File: src/rtl/pipe_ctrl.sv
// rtl/pipe_ctrl.sv - pipeline stall/flush/halt controller for a five-stage core
// Arbitrates data-memory waits, redirects, load-use hazards and fetch misses into register enables.
module pipe_ctrl (
    input  logic        clk,
    input  logic        rst,
    input  logic        mem_op_in,
    input  logic        dmem_done,
    input  logic        imem_done,
    input  logic        ld_ex,
    input  logic [2:0]  ld_dst,
    input  logic [2:0]  id_rs,
    input  logic [2:0]  id_rt,
    input  logic        id_rs_use,
    input  logic        id_rt_use,
    input  logic        redirect,
    input  logic        dump_mem,
    output logic        pc_en,
    output logic        ifid_en,
    output logic        idex_en,
    output logic        exmem_en,
    output logic        memwb_en,
    output logic        ifid_flush,
    output logic        idex_flush,
    output logic        dmem_req,
    output logic        halted,
    output logic [15:0] stall_cnt
);

    typedef enum logic [1:0] {
        S_RUN   = 2'd0,
        S_DWAIT = 2'd1,
        S_HALT  = 2'd2
    } state_t;

    state_t      r_state;
    state_t      w_next;
    logic        r_halted;
    logic [15:0] r_stall_cnt;
    logic        w_advance;
    logic        w_load_use;

    assign w_load_use = ld_ex & ((id_rs_use & (id_rs == ld_dst)) |
                                 (id_rt_use & (id_rt == ld_dst)));

    always_ff @(posedge clk) begin
        if (!rst) begin
            r_state     <= S_RUN;
            r_halted    <= 1'b0;
            r_stall_cnt <= 16'd0;
        end else begin
            r_state  <= w_next;
            r_halted <= (w_next == S_HALT);
            // Halt parks pc_en low forever; those cycles are not stalls.
            if (!pc_en && (r_state != S_HALT) && (r_stall_cnt != 16'hFFFF))
                r_stall_cnt <= r_stall_cnt + 16'd1;
        end
    end

    always_comb begin
        pc_en      = 1'b0;
        ifid_en    = 1'b0;
        idex_en    = 1'b0;
        exmem_en   = 1'b0;
        memwb_en   = 1'b0;
        ifid_flush = 1'b0;
        idex_flush = 1'b0;
        dmem_req   = 1'b0;
        w_advance  = 1'b0;
        w_next     = r_state;

        if (!rst) begin
            ifid_flush = 1'b1;
            idex_flush = 1'b1;
            w_next     = S_RUN;
        end else begin
            case (r_state)
                S_RUN: begin
                    dmem_req = mem_op_in;
                    if (mem_op_in && !dmem_done)
                        w_next = S_DWAIT;
                    else
                        w_advance = 1'b1;
                end
                S_DWAIT: begin
                    dmem_req = 1'b1;
                    if (dmem_done)
                        w_advance = 1'b1;
                end
                S_HALT: begin
                    w_next = S_HALT;
                end
                default: begin
                    w_next = S_RUN;
                end
            endcase
        end

        // Pipeline moves this cycle: apply redirect > load-use > fetch-miss.
        if (w_advance) begin
            w_next   = dump_mem ? S_HALT : S_RUN;
            pc_en    = 1'b1;
            ifid_en  = 1'b1;
            idex_en  = 1'b1;
            exmem_en = 1'b1;
            memwb_en = 1'b1;
            if (redirect) begin
                ifid_flush = 1'b1;
                idex_flush = 1'b1;
            end else if (w_load_use) begin
                pc_en      = 1'b0;
                ifid_en    = 1'b0;
                idex_flush = 1'b1;
            end else if (!imem_done) begin
                pc_en      = 1'b0;
                ifid_flush = 1'b1;
            end
        end
    end

    assign halted    = r_halted;
    assign stall_cnt = r_stall_cnt;

endmodule

File: config.mk
export PLATFORM = sky130hd
export DESIGN_NAME = pipe_ctrl
export DESIGN_NICKNAME = d
export VERILOG_FILES = /design/src/rtl/pipe_ctrl.sv
export SDC_FILE = /design/constraint.sdc
export NUM_CORES = 1
export LEC_CHECK = 0
export ABC_AREA = 1
export ABC_CLOCK_PERIOD_IN_PS = 1900
export CAP_MARGIN = 40
export CORE_ASPECT_RATIO = 1.2
export CORE_MARGIN = 5
export CORE_UTILIZATION = 45
export CTS_CLUSTER_DIAMETER = 80
export DETAILED_ROUTE_END_ITERATION = 16
export DONT_BUFFER_PORTS = 1
export GPL_ROUTABILITY_DRIVEN = 0
export MAX_ROUTING_LAYER = met4
export PLACE_DENSITY_LB_ADDON = 0.15
export SLEW_MARGIN = 20
export SYNTH_ARGS = -nofsm -noshare
export SYNTH_HDL_FRONTEND = slang
export SYNTH_SLANG_ARGS = --single-unit
File: constraint.sdc
create_clock -name clk -period 1.9 [get_ports clk]
set_input_delay 0.38 -clock clk [delete_from_list [all_inputs] [get_ports clk]]
set_output_delay 0.38 -clock clk [all_outputs]
set_load 0.1 [all_outputs]
==> results.sh <==
export IMPL_outcome="complete, no violations"
export IMPL_drv_cap=0
export IMPL_cp_end_kind="primary output"
export IMPL_powerDensity_nw_per_um2=641
export IMPL_drt_iter0_drc=48
export IMPL_vias_per_cell=5.14
export IMPL_hold_class="input pin to flip-flop"
export IMPL_grt_pass1_vias=1439
export IMPL_fin_nets=275
export IMPL_area_growth_pct=31.2
export IMPL_synthTopCellsByArea="dfxtp_1, nand2_1, nor2_1"
export IMPL_slew_limit_headroom=0.751
export IMPL_min_path_cells=1
export IMPL_ant_nets=0
export IMPL_worst_pin_slew_ns=0.370
export IMPL_yosysMostFrequentCell="nand2_1"
export IMPL_r2r_start="r_state[0]$_SDFF_PN0_"
export IMPL_multi_input_area_um2=798
export IMPL_drt_pass1_iter_count=4
export IMPL_async_flop_share=0
export IMPL_r2r_cells=10
export IMPL_fin_crit_ns=1.84
export IMPL_synth_nets=248
export IMPL_grt_total_usage=0.184
export IMPL_cts_max_level=1
export IMPL_start_util=0.471
export IMPL_synthTopCellsByCount="nand2_1, nor2_1, inv_1, dfxtp_1, nand3_1"
export IMPL_grt_pass1_wl_mm=5.99
export IMPL_cp_max_fo=4
export IMPL_core_um2=2810
export IMPL_p_leak_nw=0.830
export IMPL_min_from="dmem_done"
export IMPL_grt_max_degree=18
export IMPL_wl_mm=3.33
export IMPL_clock_skew_ns=0.00127
export IMPL_num_fill_cells=273
export IMPL_wl_per_cell_um=11.6
export IMPL_critPathArrivalTime_ns=1.46
export IMPL_antennaDiodeCount=0
export IMPL_clock_sinks=19
export IMPL_cts_root_buf="clkbuf_4"
export IMPL_clock_latency_ns=0.30
export IMPL_yosys_warnings=0
export IMPL_dieWidth_um=59.5
export IMPL_cts_made_buffers=3
export IMPL_num_vias=1481
export IMPL_portBuffers=0
export IMPL_synthCells=228
export IMPL_synthesis_area_um2=1330
export IMPL_peakVddDrop_uv=438
export IMPL_cts_reportedPaths_clkPinSlew_ns=0.11
export IMPL_clockBufferDepth=2
export IMPL_synth_edf_count=0
export IMPL_crit_type="flip-flop to primary output"
export IMPL_pre_cts_ws_ns=0.181
export IMPL_overflow=0
export IMPL_critPathRequiredTime_ns=1.52
export IMPL_finalCritPeriodShare=0.969
export IMPL_synth_top_area_frac=0.287
export IMPL_critPathLaunchType="flip-flop"
export IMPL_cts_tree="yes"
export IMPL_ff_latch_area_um2=405
export IMPL_hold_buffers=0
export IMPL_hold_end="r_state[0]$_SDFF_PN0_"
export IMPL_die_height_um=69.4
export IMPL_rrSetupSlack_ns=0.22
export IMPL_setup_viol=0
export IMPL_finalHoldViolCount=0
export IMPL_yosysSeqAreaShare=0.287
export IMPL_rows=21
export IMPL_ys_ff_latch=19
export IMPL_yosysTopAreaCell="dfxtp_1"
export IMPL_antenna_found_initial=0
export IMPL_drc=0
export IMPL_synth_area_per_cell_um2=5.81
export IMPL_rsz0062_at_grt="true"
export IMPL_dieArea_um2=4130
export IMPL_p_total_mw=1.11
export IMPL_r2r_end="stall_cnt[2]$_SDFFE_PN0P_"
export IMPL_setup_slack_ns=0.0581
export IMPL_fmax_mhz=543
export IMPL_hpwl_mm=2.67
export IMPL_synthFlopType="dfxtp_1"
export IMPL_synthDistinctLibCells=24
export IMPL_drive_above_1_share=0.287
export IMPL_drv_slew=0
export IMPL_pin_count=44
## cell usage in the layout, fill, tap and decap left out, types with 2 or more instances in the layout
cell | Yosys | routed
nand2_1 | 69 | 68
nor2_1 | 39 | 38
inv_1 | 35 | 33
buf_4 | 2 | 25
dfxtp_2 | 0 | 17
nand3_1 | 16 | 16
nand4_1 | 14 | 14
buf_12 | 0 | 5
inv_2 | 5 | 3
nor3_1 | 4 | 3
clkbuf_4 | 0 | 3
nor2_4 | 0 | 2
o21ai_2 | 0 | 2
nand3_2 | 2 | 2
clkinvlp_4 | 0 | 2
nor2_2 | 3 | 2
nor4_1 | 2 | 2
o21ai_0 | 4 | 2
## layer usage
metal	vias up	routed length, um	share of wire	track usage
li1	761	-	-	-
met1	672	1310	0.39	0.197
met2	43	1770	0.53	0.324
met3	5	191	0.057	0.0317
met4	0	59	0.018	0.0739
met5	-	0	0	-
## kinds of logic after synthesis
| kind of cell | after synthesis | share of synthesized area |
|---|---|---|
| flops | 19 | 0.287 |
| fa+ha+maj | 1 | 0.00944 |
| compound gates | 6 | 0.0227 |
| buf+inv | 48 | 0.155 |
| simple gates | 153 | 0.519 |
| xor+xnor | 1 | 0.00661 |
## flip-flops by register name, summed over array words and instances (netlist names)
register	flops
halted	1
stall_cnt	16
r_state	2
## worst max-delay path, cell delays in order (launching register included)
cell	delay, ns
dfxtp_4	0.38
nor2_4	0.07
o21ai_2	0.07
bufinv_8	0.22
nand2_8	0.06
o21ai_4	0.17
buf_12	0.19
## per-stage QoR
stage	hold WS (ns)	util	TNS, ns	std cells	instance area, um2
global route	0.103	0.618	-0.0374	288	1740
finish	0.128	0.618	0	288	1740
global placement	0.461	0.589	0	280	1660
floorplan	0.458	-	-0.205	228	1410
detailed placement	0.465	0.589	0	280	1660
CTS	0.124	0.606	0	286	1700
## worst max-delay path by stage
stage,start,endpoint
final,r_state[1]$_SDFF_PN0_,ifid_flush
after global routing,r_state[1]$_SDFF_PN0_,ifid_flush
after CTS,r_state[0]$_SDFF_PN0_,ifid_en
after detailed placement,id_rt[1],stall_cnt[2]$_SDFFE_PN0P_
after global placement,id_rt[1],pc_en
after floorplan,rst,dmem_req
## power breakdown
part	switching [mW]	internal, mW
logic	0.339	0.131
clock network	0.129	0.0786
registers	0.0169	0.419
total	0.485	0.628
## final cells by class
class | count | share of cell area
tap | 34 | 0.0245
multi-input combinational | 161 | 0.459
clock inverter | 1 | 0.00288
clock buffer | 3 | 0.0130
sequential | 19 | 0.233
timing repair buffer | 30 | 0.166
inverter | 40 | 0.102
## repair_timing
action                                  4_1_cts  5_1_grt
setup buffers                                 2        2
hold endpoints to repair                      0        0
pin swaps                                     2        1
gates resized for setup                       3        3
endpoints found under the setup margin        3        2
(Power assumes the default switching activity.)
